<file path="config.mk">
export PLATFORM = sky130hd
export DESIGN_NAME = wb_cmd_master_flat
export DESIGN_NICKNAME = d
export VERILOG_FILES = /design/src/rtl/wb_cmd_master_pkg.sv /design/src/rtl/wb_cmd_master_if.sv /design/src/rtl/wb_cmd_master_timeout_ctr.sv /design/src/rtl/wb_cmd_master.sv /design/src/flat_wrapper.sv
export SDC_FILE = /design/constraint.sdc
export NUM_CORES = 1
export LEC_CHECK = 0
export CAP_MARGIN = 20
export CORE_ASPECT_RATIO = 1.2
export CORE_MARGIN = 3
export CORE_UTILIZATION = 36
export DETAILED_ROUTE_END_ITERATION = 6
export PLACE_DENSITY = 0.76
export SYNTH_ARGS = -nofsm -noshare
export SYNTH_HDL_FRONTEND = slang
export SYNTH_SLANG_ARGS = --single-unit
</file>
<file path="constraint.sdc">
create_clock -name wb_clk_i -period 1.4 [get_ports wb_clk_i]
set_input_delay 0.28 -clock wb_clk_i [delete_from_list [all_inputs] [get_ports wb_clk_i]]
set_output_delay 0.28 -clock wb_clk_i [all_outputs]
set_load 0.05 [all_outputs]
</file>
<file path="src/rtl/wb_cmd_master_pkg.sv">
// Shared types and default sizing for the Wishbone command master.
package wb_master_pkg;

    localparam int unsigned DEF_AW      = 32;
    localparam int unsigned DEF_DW      = 32;
    localparam int unsigned DEF_TIMEOUT = 255;
    localparam int unsigned DEF_CW      = 8;

    typedef enum logic [1:0] {
        IDLE = 2'd0,
        BUS  = 2'd1,
        RESP = 2'd2
    } state_e;

    typedef struct packed {
        logic                    we;
        logic [DEF_AW-1:0]       adr;
        logic [DEF_DW-1:0]       dat;
        logic [DEF_DW/8-1:0]     sel;
    } cmd_t;

endpackage

</file>
<file path="src/rtl/wb_cmd_master_if.sv">
// Wishbone classic bus bundle between the command master and a slave.
interface wb_cmd_master_if #(
    parameter int unsigned AW = 32,
    parameter int unsigned DW = 32
) ();
    localparam int unsigned SW = DW / 8;

    logic          wbm_cyc_o;
    logic          wbm_stb_o;
    logic          wbm_we_o;
    logic [SW-1:0] wbm_sel_o;
    logic [AW-1:0] wbm_adr_o;
    logic [DW-1:0] wbm_dat_o;
    logic          wbm_ack_i;
    logic [DW-1:0] wbm_dat_i;

    modport master (
        output wbm_cyc_o, wbm_stb_o, wbm_we_o, wbm_sel_o, wbm_adr_o, wbm_dat_o,
        input  wbm_ack_i, wbm_dat_i
    );

    modport slave (
        input  wbm_cyc_o, wbm_stb_o, wbm_we_o, wbm_sel_o, wbm_adr_o, wbm_dat_o,
        output wbm_ack_i, wbm_dat_i
    );

endinterface

</file>
<file path="src/rtl/wb_cmd_master_timeout_ctr.sv">
// Counts bus cycles without ack; expire fires when strobe has been high TIMEOUT cycles.
module wb_timeout_ctr #(
    parameter int unsigned TIMEOUT = 255,
    parameter int unsigned CW      = 8
) (
    input  logic clk,
    input  logic rst,
    input  logic clr,
    input  logic en,
    output logic expire
);
    logic [CW-1:0] cnt_q;
    logic [CW-1:0] cnt_d;

    always_comb begin
        cnt_d = cnt_q;
        if (clr) begin
            cnt_d = '0;
        end else if (en) begin
            cnt_d = cnt_q + 1'b1;
        end
    end

    always_ff @(posedge clk) begin
        if (rst) begin
            cnt_q <= '0;
        end else begin
            cnt_q <= cnt_d;
        end
    end

    generate
        if (TIMEOUT == 0) begin : g_no_timeout
            assign expire = 1'b0;
        end else begin : g_timeout
            assign expire = (cnt_q == CW'(TIMEOUT - 1));
        end
    endgenerate

endmodule

</file>
<file path="src/rtl/wb_cmd_master.sv">
// Wishbone classic master: one bus cycle per command, response with timeout abort.
module wb_cmd_master
    import wb_master_pkg::*;
#(
    parameter int unsigned AW      = DEF_AW,
    parameter int unsigned DW      = DEF_DW,
    parameter int unsigned SW      = DW / 8,
    parameter int unsigned TIMEOUT = DEF_TIMEOUT,
    parameter int unsigned CW      = DEF_CW
) (
    input  logic          wb_clk_i,
    input  logic          wb_rst_i,
    input  logic          cmd_valid,
    output logic          cmd_ready,
    input  logic          cmd_we,
    input  logic [AW-1:0] cmd_adr,
    input  logic [DW-1:0] cmd_dat,
    input  logic [SW-1:0] cmd_sel,
    output logic          rsp_valid,
    input  logic          rsp_ready,
    output logic [DW-1:0] rsp_dat,
    output logic          rsp_err,
    wb_cmd_master_if.master wbm,
    output logic          stray_ack_o
);
    state_e        state_q,     state_d;
    logic          cyc_q,       cyc_d;
    logic          we_q,        we_d;
    logic [SW-1:0] sel_q,       sel_d;
    logic [AW-1:0] adr_q,       adr_d;
    logic [DW-1:0] dat_q,       dat_d;
    logic          rsp_valid_q, rsp_valid_d;
    logic [DW-1:0] rsp_dat_q,   rsp_dat_d;
    logic          rsp_err_q,   rsp_err_d;
    logic          stray_q,     stray_d;
    logic          ctr_clr;
    logic          ctr_en;
    logic          expire;

    assign cmd_ready = (state_q == IDLE) && !wb_rst_i;

    wb_timeout_ctr #(
        .TIMEOUT (TIMEOUT),
        .CW      (CW)
    ) u_timeout_ctr (
        .clk    (wb_clk_i),
        .rst    (wb_rst_i),
        .clr    (ctr_clr),
        .en     (ctr_en),
        .expire (expire)
    );

    always_comb begin
        state_d     = state_q;
        cyc_d       = cyc_q;
        we_d        = we_q;
        sel_d       = sel_q;
        adr_d       = adr_q;
        dat_d       = dat_q;
        rsp_valid_d = rsp_valid_q;
        rsp_dat_d   = rsp_dat_q;
        rsp_err_d   = rsp_err_q;
        ctr_clr     = (state_q != BUS);
        ctr_en      = 1'b0;
        // Ack outside a live cycle is only recorded, never acted on.
        stray_d     = stray_q | (wbm.wbm_ack_i && (state_q != BUS));

        case (state_q)
            IDLE: begin
                if (cmd_valid && cmd_ready) begin
                    we_d    = cmd_we;
                    adr_d   = cmd_adr;
                    sel_d   = cmd_sel;
                    dat_d   = cmd_we ? cmd_dat : '0;
                    cyc_d   = 1'b1;
                    state_d = BUS;
                end
            end
            BUS: begin
                // Ack takes priority over a timeout expiring in the same cycle.
                if (wbm.wbm_ack_i) begin
                    cyc_d       = 1'b0;
                    we_d        = 1'b0;
                    rsp_valid_d = 1'b1;
                    rsp_dat_d   = we_q ? '0 : wbm.wbm_dat_i;
                    rsp_err_d   = 1'b0;
                    state_d     = RESP;
                end else if (expire) begin
                    cyc_d       = 1'b0;
                    we_d        = 1'b0;
                    rsp_valid_d = 1'b1;
                    rsp_dat_d   = '0;
                    rsp_err_d   = 1'b1;
                    state_d     = RESP;
                end else begin
                    ctr_en = 1'b1;
                end
            end
            RESP: begin
                if (rsp_ready) begin
                    rsp_valid_d = 1'b0;
                    state_d     = IDLE;
                end
            end
            default: begin
                state_d = IDLE;
            end
        endcase
    end

    always_ff @(posedge wb_clk_i) begin
        if (wb_rst_i) begin
            state_q     <= IDLE;
            cyc_q       <= 1'b0;
            we_q        <= 1'b0;
            sel_q       <= '0;
            adr_q       <= '0;
            dat_q       <= '0;
            rsp_valid_q <= 1'b0;
            rsp_dat_q   <= '0;
            rsp_err_q   <= 1'b0;
            stray_q     <= 1'b0;
        end else begin
            state_q     <= state_d;
            cyc_q       <= cyc_d;
            we_q        <= we_d;
            sel_q       <= sel_d;
            adr_q       <= adr_d;
            dat_q       <= dat_d;
            rsp_valid_q <= rsp_valid_d;
            rsp_dat_q   <= rsp_dat_d;
            rsp_err_q   <= rsp_err_d;
            stray_q     <= stray_d;
        end
    end

    assign wbm.wbm_cyc_o = cyc_q;
    assign wbm.wbm_stb_o = cyc_q;
    assign wbm.wbm_we_o  = we_q;
    assign wbm.wbm_sel_o = sel_q;
    assign wbm.wbm_adr_o = adr_q;
    assign wbm.wbm_dat_o = dat_q;
    assign rsp_valid     = rsp_valid_q;
    assign rsp_dat       = rsp_dat_q;
    assign rsp_err       = rsp_err_q;
    assign stray_ack_o   = stray_q;

endmodule

</file>
<file path="src/flat_wrapper.sv">
// flat-port wrapper written by rule: the top's interface ports become plain ports
module wb_cmd_master_flat import wb_master_pkg::*;
#(
    parameter int unsigned AW      = DEF_AW,
    parameter int unsigned DW      = DEF_DW,
    parameter int unsigned SW      = DW / 8,
    parameter int unsigned TIMEOUT = DEF_TIMEOUT,
    parameter int unsigned CW      = DEF_CW
)
  (wb_clk_i, wb_rst_i, cmd_valid, cmd_ready, cmd_we, cmd_adr, cmd_dat, cmd_sel, rsp_valid, rsp_ready, rsp_dat, rsp_err, stray_ack_o, wbm_wbm_cyc_o, wbm_wbm_stb_o, wbm_wbm_we_o, wbm_wbm_sel_o, wbm_wbm_adr_o, wbm_wbm_dat_o, wbm_wbm_ack_i, wbm_wbm_dat_i);
  wb_cmd_master_if #(.AW(AW), .DW(DW)) wbm_i ();
  input  logic wb_clk_i;
  input  logic wb_rst_i;
  input  logic cmd_valid;
  output logic cmd_ready;
  input  logic cmd_we;
  input  logic [AW-1:0] cmd_adr;
  input  logic [DW-1:0] cmd_dat;
  input  logic [SW-1:0] cmd_sel;
  output logic rsp_valid;
  input  logic rsp_ready;
  output logic [DW-1:0] rsp_dat;
  output logic rsp_err;
  output logic stray_ack_o;
  output wire logic [$bits(wbm_i.wbm_cyc_o)-1:0] wbm_wbm_cyc_o;
  output wire logic [$bits(wbm_i.wbm_stb_o)-1:0] wbm_wbm_stb_o;
  output wire logic [$bits(wbm_i.wbm_we_o)-1:0] wbm_wbm_we_o;
  output wire logic [$bits(wbm_i.wbm_sel_o)-1:0] wbm_wbm_sel_o;
  output wire logic [$bits(wbm_i.wbm_adr_o)-1:0] wbm_wbm_adr_o;
  output wire logic [$bits(wbm_i.wbm_dat_o)-1:0] wbm_wbm_dat_o;
  input wire logic [$bits(wbm_i.wbm_ack_i)-1:0] wbm_wbm_ack_i;
  input wire logic [$bits(wbm_i.wbm_dat_i)-1:0] wbm_wbm_dat_i;
  assign wbm_wbm_cyc_o = wbm_i.wbm_cyc_o;
  assign wbm_wbm_stb_o = wbm_i.wbm_stb_o;
  assign wbm_wbm_we_o = wbm_i.wbm_we_o;
  assign wbm_wbm_sel_o = wbm_i.wbm_sel_o;
  assign wbm_wbm_adr_o = wbm_i.wbm_adr_o;
  assign wbm_wbm_dat_o = wbm_i.wbm_dat_o;
  assign wbm_i.wbm_ack_i = wbm_wbm_ack_i;
  assign wbm_i.wbm_dat_i = wbm_wbm_dat_i;
  wb_cmd_master #(.AW(AW), .DW(DW), .SW(SW), .TIMEOUT(TIMEOUT), .CW(CW)) u_core (.wb_clk_i(wb_clk_i), .wb_rst_i(wb_rst_i), .cmd_valid(cmd_valid), .cmd_ready(cmd_ready), .cmd_we(cmd_we), .cmd_adr(cmd_adr), .cmd_dat(cmd_dat), .cmd_sel(cmd_sel), .rsp_valid(rsp_valid), .rsp_ready(rsp_ready), .rsp_dat(rsp_dat), .rsp_err(rsp_err), .wbm(wbm_i), .stray_ack_o(stray_ack_o));
endmodule
</file>
==> results of run 1 <==
-- logic make-up (layout without fill, tap and decap cells) --
family | after synthesis | in the layout
xor gates and xnor gates | 3 | 3
DFF | 115 | 115
adders and majority gates | 2 | 2
and+or+nand+nor | 205 | 205
buffers and inverters | 45 | 317
AOI/OAI and AO/OA | 153 | 153
-- placed cells by master (no fill, tap or decap), types with 2 or more instances in the layout --
cell type        netlist  final
o21ai_0               47      9
o21ai_4                0      2
buf_8                  0      2
nand2_1              144    124
clkbuf_8               0      2
nor3b_4                0      2
clkbuf_1              22      3
dfxtp_4                0      4
nand3_1               36     19
nor2_1                 8      5
clkinv_2               1      6
nand2_4                1      5
a211oi_1               3      2
nand3_4                0      5
nand4_1                2      2
o211ai_1               2      2
dfxtp_1              115    107
buf_16                 0      8
dfxtp_2                0      4
ha_4                   0      2
buf_6                  2     13
o21ai_2                0     14
clkinvlp_4             0      3
and2_1                 3      3
clkbuf_16              0     23
nor2_4                 0      3
bufinv_16              0      2
nand2_2                0     16
a21oi_2                0     24
o21ai_1               25     47
a21oi_1               69     45
buf_4                  9     33
clkdlybuf4s50_1        0    104
nand3_2                0     12
buf_12                 0    115
-- timing repair --
item | 4_1_cts | 5_1_grt
gates cloned | 7 | 10
endpoints found under the hold margin | 0 | 0
endpoints found under the setup margin | 48 | 108
pin swaps | 16 | 47
buffers inserted | 11 | 12
gates resized for setup | 66 | 114
-- per-layer routing --
| layer | GRT usage (%) | up-vias |
|---|---|---|
| met5 | 0 | - |
| met4 | 14.0 | 0 |
| met3 | 8.82 | 61 |
| met2 | 45.8 | 273 |
| met1 | 26.9 | 2449 |
| li1 | - | 2308 |
-- final timing paths --
check | start | end | slack (ns) | depth (start not counted)
max | wbm_wbm_ack_i | u_core.rsp_dat[11]$_SDFFE_PP0P_ | -0.24 | 8
min | wb_rst_i | u_core.rsp_dat[5]$_SDFFE_PP0P_ | 0.33 | 3
max reg2reg | u_core.state_q[1]$_SDFFE_PP0P_ | u_core.rsp_dat[11]$_SDFFE_PP0P_ | -0.21 | 8
min reg2reg | u_core.u_timeout_ctr.cnt_q[5]$_SDFFE_PP0P_ | u_core.u_timeout_ctr.cnt_q[5]$_SDFFE_PP0P_ | 0.48 | 1
-- state kept, by name, summed over array words and instances (netlist names) --
name	cells
u_core.wbm.wbm_cyc_o	1
u_core.rsp_err	1
u_core.wbm.wbm_adr_o	32
u_core.wbm.wbm_sel_o	4
u_core.u_timeout_ctr.cnt_q	8
u_core.stray_ack_o	1
u_core.wbm.wbm_we_o	1
u_core.state_q	2
u_core.rsp_valid	1
u_core.rsp_dat	32
u_core.wbm.wbm_dat_o	32
-- critical path, stage by stage --
cell,delay (ns)
clkdlybuf4s50_1,0.59
buf_4,0.20
nor3b_4,0.19
buf_6,0.15
buf_6,0.13
buf_16,0.14
nand2_1,0.10
a21oi_2,0.16
-- cell type report --
cell class	instances	share of cell area [%]
clock buffer	22	4.89
sequential	115	24.5
tap	157	2.07
timing repair buffer	282	43.7
clock inverter	10	1.13
inverter	3	0.132
multi-input combinational	363	23.6
-- power by group through the flow --
stage                     clock network (W)  registers [W]  logic, W
after floorplan                           0        0.00415  0.000414
after global placement                    0        0.00368   0.00206
after detailed placement                  0        0.00370   0.00210
after CTS                           0.00420        0.00363   0.00230
after global routing                0.00438        0.00365   0.00262
final                               0.00418        0.00364   0.00253
-- stage by stage --
| step | setup WS [ns] | cell area, um2 | hold slack, ns | util [%] |
|---|---|---|---|---|
| after floorplan | 0.00440 | 4310 | 0.377 | - |
| after global placement | -0.259 | 7810 | 0.473 | 67.2 |
| after detailed placement | -0.381 | 7810 | 0.479 | 67.2 |
| after CTS | -0.143 | 8850 | 0.300 | 76.2 |
| after global routing | -0.232 | 9490 | 0.327 | 81.6 |
| final | -0.240 | 9490 | 0.330 | 81.6 |
==> flow_metrics.env, run 1 <==
export IMPL_grt_setup_unrepaired="true"
export IMPL_synth_edf_count=0
export IMPL_synth_top_area_share_pct=53.6
export IMPL_num_rows=43
export IMPL_cts_tree="yes"
export IMPL_fillerInstances=593
export IMPL_total_power_w=0.0103
export IMPL_dp_cells=882
export IMPL_dr_pass1_iters=5
export IMPL_core_um2=11600
export IMPL_yosys_area_top_type="dfxtp_1"
export IMPL_ff_latch_area_um2=2320
export IMPL_drive_gt1_share_pct=39.7
export IMPL_synth_compound_area_share_pct=19.1
export IMPL_grt_max_degree=60
export IMPL_initial_utilization_pct=37.0
export IMPL_p_int_w=0.00741
export IMPL_port_buffers=212
export IMPL_synth_xor_area_share_pct=0.611
export IMPL_synth_mux_area_share_pct=0
export IMPL_synth_area_top_cells="dfxtp_1, nand2_1, a21oi_1"
export IMPL_netlist_area_um2=4300
export IMPL_pwr_share_clk_pct=40.4
export IMPL_synth_simple_area_share_pct=20.8
export IMPL_drc_errors=0
export IMPL_synth_cell_types=37
export IMPL_clk_latency_ns=0.41
export IMPL_crit_fanout=8
export IMPL_clkTransAtPathRegs_ns=0.06
export IMPL_min_period_over_period_pct=117
export IMPL_relSlewSlack_pct=49.2
export IMPL_vias_per_cell=5.35
export IMPL_wl_met1_mm=7.24
export IMPL_yosysMostFrequentCell="nand2_1"
export IMPL_antenna_cells=0
export IMPL_synth_top_family_by_area="simple AND/OR/NAND/NOR gates"
export IMPL_syn_area_per_cell_um2=8.22
export IMPL_critPathLaunchType="primary input"
export IMPL_die_h_um=126
export IMPL_wl_met2_mm=10.3
export IMPL_track_usage_pct=25.9
export IMPL_dieArea_um2=13300
export IMPL_finalCriticalPeriod_ns=1.64
export IMPL_final_hold_viol_count=0
export IMPL_hp_class="primary input to register"
export IMPL_cts_path_max_buffers=2
export IMPL_synth_cells=523
export IMPL_wl_per_cell_um=20.9
export IMPL_area_growth_pct=121
export IMPL_antenna_found_initial=0
export IMPL_arrival_ns=1.97
export IMPL_async_reset_ff_share_pct=0
export IMPL_power_frac_seq_pct=35.1
export IMPL_status="finished with violations"
export IMPL_slew_viol_final=0
export IMPL_failed_checks="setup timing"
export IMPL_fin_nets=890
export IMPL_root_buffer="clkbuf_16"
export IMPL_place_gp_congestion=0.850
export IMPL_fp_dieW_um=106
export IMPL_critical_path_endpoint_type="register"
export IMPL_h_tree_depth=4
export IMPL_ys_seq_elements=115
export IMPL_grt_pass1_vias=5241
export IMPL_vdd_ir_drop_max_mv=0.792
export IMPL_first_iter_violations=290
export IMPL_path_class="primary input to register"
export IMPL_setup_violations=99
export IMPL_wl_met3_mm=1.50
export IMPL_vias=5091
export IMPL_tightest_slew_ns=0.762
export IMPL_multi_input_area_um2=2240
export IMPL_power_density_nw_per_um2=1090
export IMPL_worst_slack_ns=-0.240
export IMPL_synthAdderAreaFrac_pct=0.582
export IMPL_synthFlopType="dfxtp_1"
export IMPL_critPathRequiredTime_ns=1.73
export IMPL_p_switching_w=0.00294
export IMPL_cts_sinks=115
export IMPL_wirelength_mm=19.9
export IMPL_yosys_top_cells_count="nand2_1, dfxtp_1, a21oi_1"
export IMPL_fin_tns_setup_ns=-6.63
export IMPL_syn_nets=631
export IMPL_io_pins=213
export IMPL_maxCapViolCount=0
export IMPL_grt_pass1_wl_mm=27.2
export IMPL_cts_hold_buf=0
export IMPL_clock_fmax_ghz=0.610
export IMPL_synth_seq_area_share_pct=53.6
export IMPL_grt_ovfl_total=0
export IMPL_skew_ns=0.00824
export IMPL_top_layer_used="met4"
export IMPL_switching_share_pct=28.4
export IMPL_synth_warnings=0
export IMPL_instances_no_fill=952
export IMPL_numCtsBuffers=17
export IMPL_pwr_share_comb_pct=24.5
export IMPL_hpwl_mm=11.1
export IMPL_cellLeakagePower_nw=3.53
export IMPL_final_antenna_net_count=0
(Power assumes the default switching activity.)
==> run 2, diff against run 1 <==
--- a/config.mk
+++ b/config.mk
@@ -5,12 +5,13 @@
 export SDC_FILE = /design/constraint.sdc
 export NUM_CORES = 1
 export LEC_CHECK = 0
+export ABC_AREA = 1
 export CAP_MARGIN = 20
 export CORE_ASPECT_RATIO = 1.2
 export CORE_MARGIN = 3
-export CORE_UTILIZATION = 36
+export CORE_UTILIZATION = 38
 export DETAILED_ROUTE_END_ITERATION = 6
-export PLACE_DENSITY = 0.76
+export PLACE_DENSITY = 0.77
 export SYNTH_ARGS = -nofsm -noshare
 export SYNTH_HDL_FRONTEND = slang
 export SYNTH_SLANG_ARGS = --single-unit
==> run 2 against run 1 <==
- the run still ends with setup timing left
- fmax increased by 7.4%
- via count grew 7.8%
- synthesized cell count increased by 21%
- hold slack got worse by 0.085 ns
- clock power increased by 11%
- sequential power grew 2%
- wire length is 5.5% lower
- synthesized area grew 13%
==> flow_metrics.env, run 2 <==
export IMPL_fin_nets=974
export IMPL_grt_ovfl_total=0
export IMPL_drc_errors=0
export IMPL_synth_edf_count=0
export IMPL_antenna_found_initial=0
export IMPL_dp_slack_ns=-0.276
export IMPL_yosys_top_cells_count="nand2_1, dfxtp_1, nand3_1"
export IMPL_yosysMostFrequentCell="nand2_1"
export IMPL_power_frac_seq_pct=32.8
export IMPL_pwr_share_comb_pct=26.1
export IMPL_reg2reg_depth=11
export IMPL_hp_class="primary input to register"
export IMPL_clk_latency_ns=0.40
export IMPL_first_iter_violations=310
export IMPL_crit_fanout=2
export IMPL_place_gp_congestion=0.807
export IMPL_setup_violations=23
export IMPL_top_layer_used="met4"
export IMPL_cp_endpoint="cmd_ready"
export IMPL_synth_cell_types=29
export IMPL_yosys_area_top_type="dfxtp_1"
export IMPL_h_tree_depth=4
export IMPL_slowest_delay_ns=0.35
export IMPL_cts_sinks=115
export IMPL_fp_dieW_um=109
export IMPL_grt_max_degree=48
export IMPL_area_growth_pct=100
export IMPL_finalCriticalPeriod_ns=1.53
export IMPL_cp_num_cells=3
export IMPL_cts_hold_buf=0
export IMPL_root_buffer="clkbuf_16"
export IMPL_switching_share_pct=29.5
export IMPL_fin_tns_setup_ns=-0.562
export IMPL_status="finished with violations"
export IMPL_r2r_start="u_core.u_timeout_ctr.cnt_q[0]$_SDFFE_PP0P_"
export IMPL_slowest_stage="dfxtp_4"
export IMPL_syn_nets=741
export IMPL_track_usage_pct=24.7
export IMPL_clkTransAtPathRegs_ns=0.05
export IMPL_synth_warnings=0
export IMPL_wl_per_cell_um=18.1
export IMPL_dieArea_um2=14100
export IMPL_pwr_share_clk_pct=41.1
export IMPL_synth_seq_area_share_pct=47.5
export IMPL_p_int_w=0.00796
export IMPL_ys_seq_elements=115
export IMPL_die_h_um=130
export IMPL_tightest_slew_ns=0.378
export IMPL_synth_top_area_share_pct=47.5
export IMPL_vias_per_cell=5.28
export IMPL_cp_common_cell="buf_12"
export IMPL_critical_path_endpoint_type="output pin"
export IMPL_initial_utilization_pct=39.4
export IMPL_hpwl_mm=11.1
export IMPL_slew_viol_final=0
export IMPL_relSlewSlack_pct=74.8
export IMPL_failed_checks="setup timing"
export IMPL_syn_area_per_cell_um2=7.65
export IMPL_cts_tree="yes"
export IMPL_vdd_ir_drop_max_mv=0.906
export IMPL_vias=5487
export IMPL_netlist_area_um2=4840
export IMPL_cellLeakagePower_nw=3.88
export IMPL_maxCapViolCount=0
export IMPL_wl_met2_mm=10.2
export IMPL_final_hold_viol_count=0
export IMPL_r2r_end="u_core.rsp_dat[17]$_SDFFE_PP0P_"
export IMPL_total_power_w=0.0113
export IMPL_wl_met1_mm=6.30
export IMPL_power_density_nw_per_um2=1170
export IMPL_worst_slack_ns=-0.126
export IMPL_final_antenna_net_count=0
export IMPL_critPathRequiredTime_ns=1.12
export IMPL_layout_common_cells="nand2_1, buf_12, dfxtp_1"
export IMPL_synth_cells=633
export IMPL_crit_chain="nor3_4 > buf_12 > buf_12"
export IMPL_io_pins=213
export IMPL_numCtsBuffers=17
export IMPL_core_um2=12300
export IMPL_p_switching_w=0.00333
export IMPL_skew_ns=0.00687
export IMPL_fillerInstances=695
export IMPL_cp_startpoint="u_core.state_q[0]$_SDFFE_PP0P_"
export IMPL_synth_area_top_cells="dfxtp_1, nand2_1, nand3_1"
export IMPL_crit_family="flip-flops"
export IMPL_port_buffers=212
export IMPL_critPathLaunchType="register"
export IMPL_holdPathStages=3
export IMPL_synthFlopType="dfxtp_1"
export IMPL_dr_pass1_iters=4
export IMPL_grt_pass1_vias=5539
export IMPL_path_class="register to output pin"
export IMPL_instances_no_fill=1040
export IMPL_num_rows=44
export IMPL_fin_hold_ws_ns=0.244
export IMPL_final_common_cell="nand2_1"
export IMPL_arrival_ns=1.25
export IMPL_grt_pass1_wl_mm=27.3
export IMPL_dp_cells=992
export IMPL_crit_buf_inv=2
export IMPL_wl_met3_mm=1.69
export IMPL_drive_gt1_share_pct=33.4
export IMPL_async_reset_ff_share_pct=0
export IMPL_cts_path_max_buffers=2
export IMPL_clock_fmax_ghz=0.655
export IMPL_antenna_cells=0
export IMPL_grt_setup_unrepaired="true"
export IMPL_reg2reg_slack_ns=-0.06
export IMPL_min_period_over_period_pct=109
export IMPL_wirelength_mm=18.8
## run 2: per-layer routing
| metal | vias up | track usage, % |
|---|---|---|
| met1 | 2599 | 25.5 |
| li1 | 2582 | - |
| met4 | 0 | 9.73 |
| met3 | 56 | 10.5 |
| met2 | 250 | 43.7 |
| met5 | - | 0 |
## run 2: worst min path at each step
stage                                                          start                                          to  slack, ns
after detailed placement                 u_core.rsp_err$_SDFFE_PP0P_                 u_core.rsp_err$_SDFFE_PP0P_       0.48
after global placement    u_core.u_timeout_ctr.cnt_q[7]$_SDFFE_PP0P_  u_core.u_timeout_ctr.cnt_q[7]$_SDFFE_PP0P_       0.47
final                                                      cmd_valid       u_core.wbm.wbm_adr_o[29]$_SDFFE_PP0P_       0.24
after floorplan                                          cmd_adr[23]       u_core.wbm.wbm_adr_o[23]$_SDFFE_PP0P_       0.42
after CTS                                                  cmd_valid       u_core.wbm.wbm_adr_o[29]$_SDFFE_PP0P_       0.23
after global routing                                       cmd_valid       u_core.wbm.wbm_adr_o[29]$_SDFFE_PP0P_       0.24
## run 2: cells by family (layout without fill, tap and decap cells)
group,Yosys count,count (layout),share of synthesized area [%]
fa+ha+maj,2,2,0.517
flops,115,115,47.5
simple gates,363,363,34.6
compound gates,78,78,8.84
buf+inv,72,318,7.93
xor+xnor,3,3,0.543
## run 2: per-stage QoR
stage | util (%) | instance area [um2]
global route | 79.0 | 9690
detailed placement | 68.4 | 8400
global placement | 68.4 | 8400
floorplan | - | 4850
CTS | 75.9 | 9320
finish | 79.0 | 9690
## run 2: final cells by class
cell class | count | area, um2 | area share [%]
multi-input combinational | 446 | 2520 | 26.0
sequential | 115 | 2310 | 23.8
clock buffer | 19 | 453 | 4.67
tap | 161 | 201 | 2.08
timing repair buffer | 269 | 3960 | 40.9
clock inverter | 13 | 183 | 1.88
inverter | 17 | 66.3 | 0.684
## run 2: tightest hold or removal path, cell delays in order
cell	delay (ns)
buf_2	0.16
nand3_1	0.10
nand2_1	0.05
## run 2: power groups by stage
| stage | combinational, W | clock [W] | sequential [W] |
|---|---|---|---|
| 2_1_floorplan | 0.000670 | 0 | 0.00429 |
| 3_3_place_gp | 0.00264 | 0 | 0.00375 |
| 3_5_place_dp | 0.00267 | 0 | 0.00376 |
| 4_1_cts | 0.00278 | 0.00471 | 0.00369 |
| 5_1_grt | 0.00310 | 0.00485 | 0.00372 |
| 6_report | 0.00295 | 0.00464 | 0.00370 |
## run 2: timing repair
action,CTS,global route
gates resized for setup,25,70
cloned,5,2
buffers inserted,8,1
pin swaps,6,12
endpoints found under the setup margin,8,85
